===== src/rtl/alu_arbiter_if.sv =====
// Bus bundle between two ALU requesters, the arbiter and the shared ALU.
// The slave modport is the arbiter's view; the master modport is the environment's view.
interface alu_arbiter_if #(
  parameter int WIDTH = 32
);
  logic             req0_valid;
  logic             req0_ready;
  logic [WIDTH-1:0] req0_a;
  logic [WIDTH-1:0] req0_b;
  logic [2:0]       req0_alucontrol;
  logic             req1_valid;
  logic             req1_ready;
  logic [WIDTH-1:0] req1_a;
  logic [WIDTH-1:0] req1_b;
  logic [2:0]       req1_alucontrol;
  logic             rsp0_valid;
  logic             rsp0_ready;
  logic             rsp1_valid;
  logic             rsp1_ready;
  logic [WIDTH-1:0] rsp_result;
  logic             rsp_zero;
  logic [WIDTH-1:0] alu_a;
  logic [WIDTH-1:0] alu_b;
  logic [2:0]       alu_alucontrol;
  logic [WIDTH-1:0] alu_result;
  logic             alu_zero;
  logic [15:0]      ops_done;

  modport slave (
    input  req0_valid, req0_a, req0_b, req0_alucontrol,
    input  req1_valid, req1_a, req1_b, req1_alucontrol,
    input  rsp0_ready, rsp1_ready, alu_result, alu_zero,
    output req0_ready, req1_ready, rsp0_valid, rsp1_valid,
    output rsp_result, rsp_zero, alu_a, alu_b, alu_alucontrol, ops_done
  );

  modport master (
    output req0_valid, req0_a, req0_b, req0_alucontrol,
    output req1_valid, req1_a, req1_b, req1_alucontrol,
    output rsp0_ready, rsp1_ready, alu_result, alu_zero,
    input  req0_ready, req1_ready, rsp0_valid, rsp1_valid,
    input  rsp_result, rsp_zero, alu_a, alu_b, alu_alucontrol, ops_done
  );
endinterface


===== src/rtl/alu_arbiter.sv =====
// Two-requester round-robin arbiter in front of one shared combinational ALU.
// Each operation runs IDLE (accept) -> EXEC (ALU settles) -> RESP (held until consumed).
//
//   state | meaning
//   IDLE  | no operation in flight; grant offered to a valid requester
//   EXEC  | operand regs drive the ALU; result captured at end of cycle
//   RESP  | result held for the owner until its rsp_ready is seen
module alu_arbiter #(
  parameter int WIDTH = 32
) (
  input  logic          clk,
  input  logic          reset,
  alu_arbiter_if.slave  bus
);

  typedef enum logic [1:0] {
    IDLE = 2'd0,
    EXEC = 2'd1,
    RESP = 2'd2
  } state_t;

  state_t           r_state;
  logic [WIDTH-1:0] r_a;
  logic [WIDTH-1:0] r_b;
  logic [2:0]       r_ctl;
  logic             r_owner;
  logic             r_last;
  logic [WIDTH-1:0] r_result;
  logic             r_zero;
  logic             r_rsp0_valid;
  logic             r_rsp1_valid;
  logic [15:0]      r_ops_done;

  logic w_grant0;
  logic w_grant1;
  logic w_acc0;
  logic w_acc1;
  logic w_rsp_take;

  // On a tie the requester that was not served last wins.
  assign w_grant0 = bus.req0_valid & (~bus.req1_valid | r_last);
  assign w_grant1 = bus.req1_valid & (~bus.req0_valid | ~r_last);

  assign bus.req0_ready = (r_state == IDLE) & w_grant0 & ~reset;
  assign bus.req1_ready = (r_state == IDLE) & w_grant1 & ~reset;

  assign w_acc0     = bus.req0_valid & bus.req0_ready;
  assign w_acc1     = bus.req1_valid & bus.req1_ready;
  assign w_rsp_take = r_owner ? bus.rsp1_ready : bus.rsp0_ready;

  assign bus.alu_a          = r_a;
  assign bus.alu_b          = r_b;
  assign bus.alu_alucontrol = r_ctl;
  assign bus.rsp_result     = r_result;
  assign bus.rsp_zero       = r_zero;
  assign bus.rsp0_valid     = r_rsp0_valid;
  assign bus.rsp1_valid     = r_rsp1_valid;
  assign bus.ops_done       = r_ops_done;

  always_ff @(posedge clk) begin
    if (reset) begin
      r_state      <= IDLE;
      r_a          <= '0;
      r_b          <= '0;
      r_ctl        <= '0;
      r_owner      <= 1'b0;
      r_last       <= 1'b1;
      r_result     <= '0;
      r_zero       <= 1'b0;
      r_rsp0_valid <= 1'b0;
      r_rsp1_valid <= 1'b0;
      r_ops_done   <= '0;
    end else begin
      case (r_state)
        IDLE: begin
          if (w_acc0 | w_acc1) begin
            r_a     <= w_acc1 ? bus.req1_a : bus.req0_a;
            r_b     <= w_acc1 ? bus.req1_b : bus.req0_b;
            r_ctl   <= w_acc1 ? bus.req1_alucontrol : bus.req0_alucontrol;
            r_owner <= w_acc1;
            r_last  <= w_acc1;
            r_state <= EXEC;
          end
        end
        EXEC: begin
          r_result     <= bus.alu_result;
          r_zero       <= bus.alu_zero;
          r_rsp0_valid <= ~r_owner;
          r_rsp1_valid <= r_owner;
          r_state      <= RESP;
        end
        RESP: begin
          if (w_rsp_take) begin
            r_rsp0_valid <= 1'b0;
            r_rsp1_valid <= 1'b0;
            r_ops_done   <= r_ops_done + 16'd1;
            r_state      <= IDLE;
          end
        end
        default: r_state <= IDLE;
      endcase
    end
  end

endmodule


===== src/flat_wrapper.sv =====
// flat-port wrapper written by rule: the top's interface ports become plain ports
module alu_arbiter_flat 
#(
  parameter int WIDTH = 32
)
  (clk, reset, bus_req0_valid, bus_req0_a, bus_req0_b, bus_req0_alucontrol, bus_req1_valid, bus_req1_a, bus_req1_b, bus_req1_alucontrol, bus_rsp0_ready, bus_rsp1_ready, bus_alu_result, bus_alu_zero, bus_req0_ready, bus_req1_ready, bus_rsp0_valid, bus_rsp1_valid, bus_rsp_result, bus_rsp_zero, bus_alu_a, bus_alu_b, bus_alu_alucontrol, bus_ops_done);
  alu_arbiter_if #(.WIDTH(WIDTH)) bus_i ();
  input  logic clk;
  input  logic reset;
  input wire logic [$bits(bus_i.req0_valid)-1:0] bus_req0_valid;
  input wire logic [$bits(bus_i.req0_a)-1:0] bus_req0_a;
  input wire logic [$bits(bus_i.req0_b)-1:0] bus_req0_b;
  input wire logic [$bits(bus_i.req0_alucontrol)-1:0] bus_req0_alucontrol;
  input wire logic [$bits(bus_i.req1_valid)-1:0] bus_req1_valid;
  input wire logic [$bits(bus_i.req1_a)-1:0] bus_req1_a;
  input wire logic [$bits(bus_i.req1_b)-1:0] bus_req1_b;
  input wire logic [$bits(bus_i.req1_alucontrol)-1:0] bus_req1_alucontrol;
  input wire logic [$bits(bus_i.rsp0_ready)-1:0] bus_rsp0_ready;
  input wire logic [$bits(bus_i.rsp1_ready)-1:0] bus_rsp1_ready;
  input wire logic [$bits(bus_i.alu_result)-1:0] bus_alu_result;
  input wire logic [$bits(bus_i.alu_zero)-1:0] bus_alu_zero;
  output wire logic [$bits(bus_i.req0_ready)-1:0] bus_req0_ready;
  output wire logic [$bits(bus_i.req1_ready)-1:0] bus_req1_ready;
  output wire logic [$bits(bus_i.rsp0_valid)-1:0] bus_rsp0_valid;
  output wire logic [$bits(bus_i.rsp1_valid)-1:0] bus_rsp1_valid;
  output wire logic [$bits(bus_i.rsp_result)-1:0] bus_rsp_result;
  output wire logic [$bits(bus_i.rsp_zero)-1:0] bus_rsp_zero;
  output wire logic [$bits(bus_i.alu_a)-1:0] bus_alu_a;
  output wire logic [$bits(bus_i.alu_b)-1:0] bus_alu_b;
  output wire logic [$bits(bus_i.alu_alucontrol)-1:0] bus_alu_alucontrol;
  output wire logic [$bits(bus_i.ops_done)-1:0] bus_ops_done;
  assign bus_i.req0_valid = bus_req0_valid;
  assign bus_i.req0_a = bus_req0_a;
  assign bus_i.req0_b = bus_req0_b;
  assign bus_i.req0_alucontrol = bus_req0_alucontrol;
  assign bus_i.req1_valid = bus_req1_valid;
  assign bus_i.req1_a = bus_req1_a;
  assign bus_i.req1_b = bus_req1_b;
  assign bus_i.req1_alucontrol = bus_req1_alucontrol;
  assign bus_i.rsp0_ready = bus_rsp0_ready;
  assign bus_i.rsp1_ready = bus_rsp1_ready;
  assign bus_i.alu_result = bus_alu_result;
  assign bus_i.alu_zero = bus_alu_zero;
  assign bus_req0_ready = bus_i.req0_ready;
  assign bus_req1_ready = bus_i.req1_ready;
  assign bus_rsp0_valid = bus_i.rsp0_valid;
  assign bus_rsp1_valid = bus_i.rsp1_valid;
  assign bus_rsp_result = bus_i.rsp_result;
  assign bus_rsp_zero = bus_i.rsp_zero;
  assign bus_alu_a = bus_i.alu_a;
  assign bus_alu_b = bus_i.alu_b;
  assign bus_alu_alucontrol = bus_i.alu_alucontrol;
  assign bus_ops_done = bus_i.ops_done;
  alu_arbiter #(.WIDTH(WIDTH)) u_core (.clk(clk), .reset(reset), .bus(bus_i));
endmodule

===== config.mk =====
export PLATFORM = sky130hd
export DESIGN_NAME = alu_arbiter_flat
export DESIGN_NICKNAME = d
export VERILOG_FILES = /design/src/rtl/alu_arbiter_if.sv /design/src/rtl/alu_arbiter.sv /design/src/flat_wrapper.sv
export SDC_FILE = /design/constraint.sdc
export NUM_CORES = 1
export LEC_CHECK = 0
export CAP_MARGIN = 20
export CORE_MARGIN = 8
export CORE_UTILIZATION = 39
export DETAILED_ROUTE_END_ITERATION = 6
export PLACE_DENSITY = 0.85
export SYNTH_ARGS = -nofsm -noshare
export SYNTH_HDL_FRONTEND = slang
export SYNTH_SLANG_ARGS = --single-unit

===== constraint.sdc =====
create_clock -name clk -period 5.6 [get_ports clk]
set_input_delay 1.68 -clock clk [delete_from_list [all_inputs] [get_ports clk]]
set_output_delay 1.68 -clock clk [all_outputs]
set_load 0.05 [all_outputs]

==> impl_metrics.yaml <==
route:
  wl_per_cell_um: 18.54
  viasPerCell: 5.319
  vias: 5234
  routed_wl_um: 18250
  dr.pass1.iters: 7
  drcViolationCount: 0
  drt_iter0_markers: 293
  antenna_left: 0
yosys:
  synthTopCellsByCount: "dfxtp_1 (122), nor2_1 (78), nand2_1 (77)"
  yosys.area.top_type_share: 0.5351
  syn_area_per_cell_um2: 8.209
  syn_nets: 730
  synth_edf_count: 0
  syn_inst: 556
  ys_ff_latch: 122
  async_flop_share: 0
  synth-seq-area-share: 0.5351
  ys_warn_count: 0
  synth_cell_types: 35
  synth_flop_cell: "dfxtp_1"
  synth_largest_area_cell: "dfxtp_1"
  synth.most_common_cell: "dfxtp_1"
  synthTopCellsByArea: "dfxtp_1 (54%), o22ai_1 (9.2%), nor3_1 (7.7%), nor2_1 (6.4%), nand2_1 (6.3%)"
  synth_area_um2: 4564
clocking:
  cts_buffers: 17
  cts_setup_buffers: 0
  cts-hold-fix-buffers: 0
  clock_sinks: 122
  root_buffer: "clkbuf_16"
  clockBufferDepth: 2
  cts_resized: 0
  insertion_delay_ns: 0.41
  cts_tree: "yes"
  path_clk_slew_ns: 0.06
  htreeDepth: 4
grt:
  globalRoute.totalOverflow: 0
  grt_pass1_wl_um: 27010
  grt_use_total: 0.2272
  grt_max_degree: 81
  grt_antenna_before_repair: 0
  grt_pass1_vias: 5336
timing:
  fmax_mhz: 226.8
  skew_ns: 0.005841
  hold_viol: 0
  setup_viol: 0
  rsz0062_at_grt: "no"
  maxSlewViolCount: 0
  relSlewSlack: 0.4041
  fin_crit_sh: 0.7872
  finalSetupTns_ns: 0
  timing.hold.ws_ns: 0.4530
  finalCriticalPeriod_ns: 4.408
  timing.final.ws_setup_ns: 1.192
  tightest_slew_ns: 0.8815
worst_setup_path:
  startpoint: "reset"
  endpoint_kind: "primary output"
  required_ns: 3.92
  worstPathMaxFanout: 3
  setup.worst_path.start_class: "input port"
  path_class: "input port to primary output"
  rr_startpoint: "u_core.r_state[1]"
  arrival_ns: 2.73
  reg2reg_depth: 5
cells_and_area:
  drive_gt1_frac: 0.05470
  syn_to_final_growth_pct: 80.24
  antenna_cells: 0
  stdcell_count: 984
  final_nets: 1003
power:
  power_leakage_nw: 3.010
  power_density_nw_per_um2: 335.8
  peakVddDrop_mv: 0.2498
floorplan:
  io_pins: 293
  die_y_um: 124.2
  die-area_um2: 15420
  rows: 39
  die_w_um: 124.2
  core_area_um2: 11420
  start_util: 0.3997
place:
  place_ws_ns: 1.214
  port_buffers: 292
  gp_congestion: 0.8660
  dp_hpwl_um: 13810
  placedCellCount: 953
job:
  drv_cap: 0
status:
  status: "complete, no violations"
worst_hold_path:
  worstHoldPathType: "register to register"
  whs_path_depth: 2
  holdCritStartpoint: "u_core.bus.rsp_result[13]"
[state kept, by name, indices dropped and copies added (netlist names)]
name                       count
u_core.r_last                  1
u_core.r_state                 2
u_core.bus.alu_alucontrol      3
u_core.bus.alu_b              32
u_core.bus.rsp0_valid          1
u_core.bus.rsp_result         32
u_core.bus.alu_a              32
u_core.bus.ops_done           16
u_core.bus.rsp1_valid          1
u_core.r_owner                 1
u_core.bus.rsp_zero            1
[where the power goes]
part | leakage [nW] | switching, mW | internal [mW]
Clock | 0.298 | 0.375 | 0.720
Sequential | 1.00 | 0.0396 | 0.938
Combinational | 1.71 | 0.410 | 0.281
[cells by family after synthesis]
| kind of cell | after synthesis | share of synthesized area |
|---|---|---|
| compound gates | 122 | 0.1557 |
| xor+xnor | 6 | 0.01151 |
| fa+ha+maj | 1 | 0.002741 |
| buf+inv | 47 | 0.03893 |
| flops | 122 | 0.5351 |
| mux | 2 | 0.004660 |
| simple gates | 256 | 0.2514 |
[cell type report]
class | count | area [um2]
clock buffer | 24 | 511.7
multi-input combinational | 387 | 1958
timing repair buffer | 299 | 3040
sequential | 122 | 2442
inverter | 2 | 7.507
tap | 143 | 178.9
fill | 813 | 3192
clock inverter | 7 | 87.58
[path summary, 6_finish.rpt]
kind	slack [ns]	endpoint
min	0.45	u_core.bus.rsp_result[13]
min reg2reg	0.45	u_core.bus.rsp_result[13]
max reg2reg	3.22	u_core.bus.alu_a[4]
max	1.19	bus_req0_ready
[critical path, stage by stage]
cell and delay, ns:
buf_4 0.11, nor3_1 0.46, nand3_2 0.17, inv_1 0.16, buf_12 0.15
[metal layers]
metal | GRT usage | up-vias | part of all wire
li1 | - | 2500 | -
met1 | 0.2163 | 2409 | 0.34
met2 | 0.4045 | 275 | 0.51
met3 | 0.09474 | 50 | 0.11
met4 | 0.1309 | 0 | 0.040
met5 | 0 | - | 0
[cells in the final DEF, fill, tap and decap left out, drive strengths merged, types with 2 or more instances in the layout]
cell type        n
nand2           77
nand2b           4
inv              2
clkdlybuf4s50  289
buf             10
and3             2
bufinv           2
o31ai            2
or4              3
nand3            3
nand3b           2
clkbuf          24
a21oi           44
nor2b            4
o21ai            5
or3              3
nor4b            2
o22ai           67
nand4            3
dfxtp          122
nor3            70
xnor2            5
nor2            78
clkinv           4
[metrics by stage]
step / util / power, mW / area [um2]
after global placement: 0.6618 / 1.659 / 7557
after global routing: 0.7205 / 2.856 / 8227
final: 0.7205 / 2.763 / 8227
after floorplan: - / 1.370 / 4564
after detailed placement: 0.6680 / 1.684 / 7627
after CTS: 0.7205 / 2.776 / 8227
(Power assumes the default switching activity.)
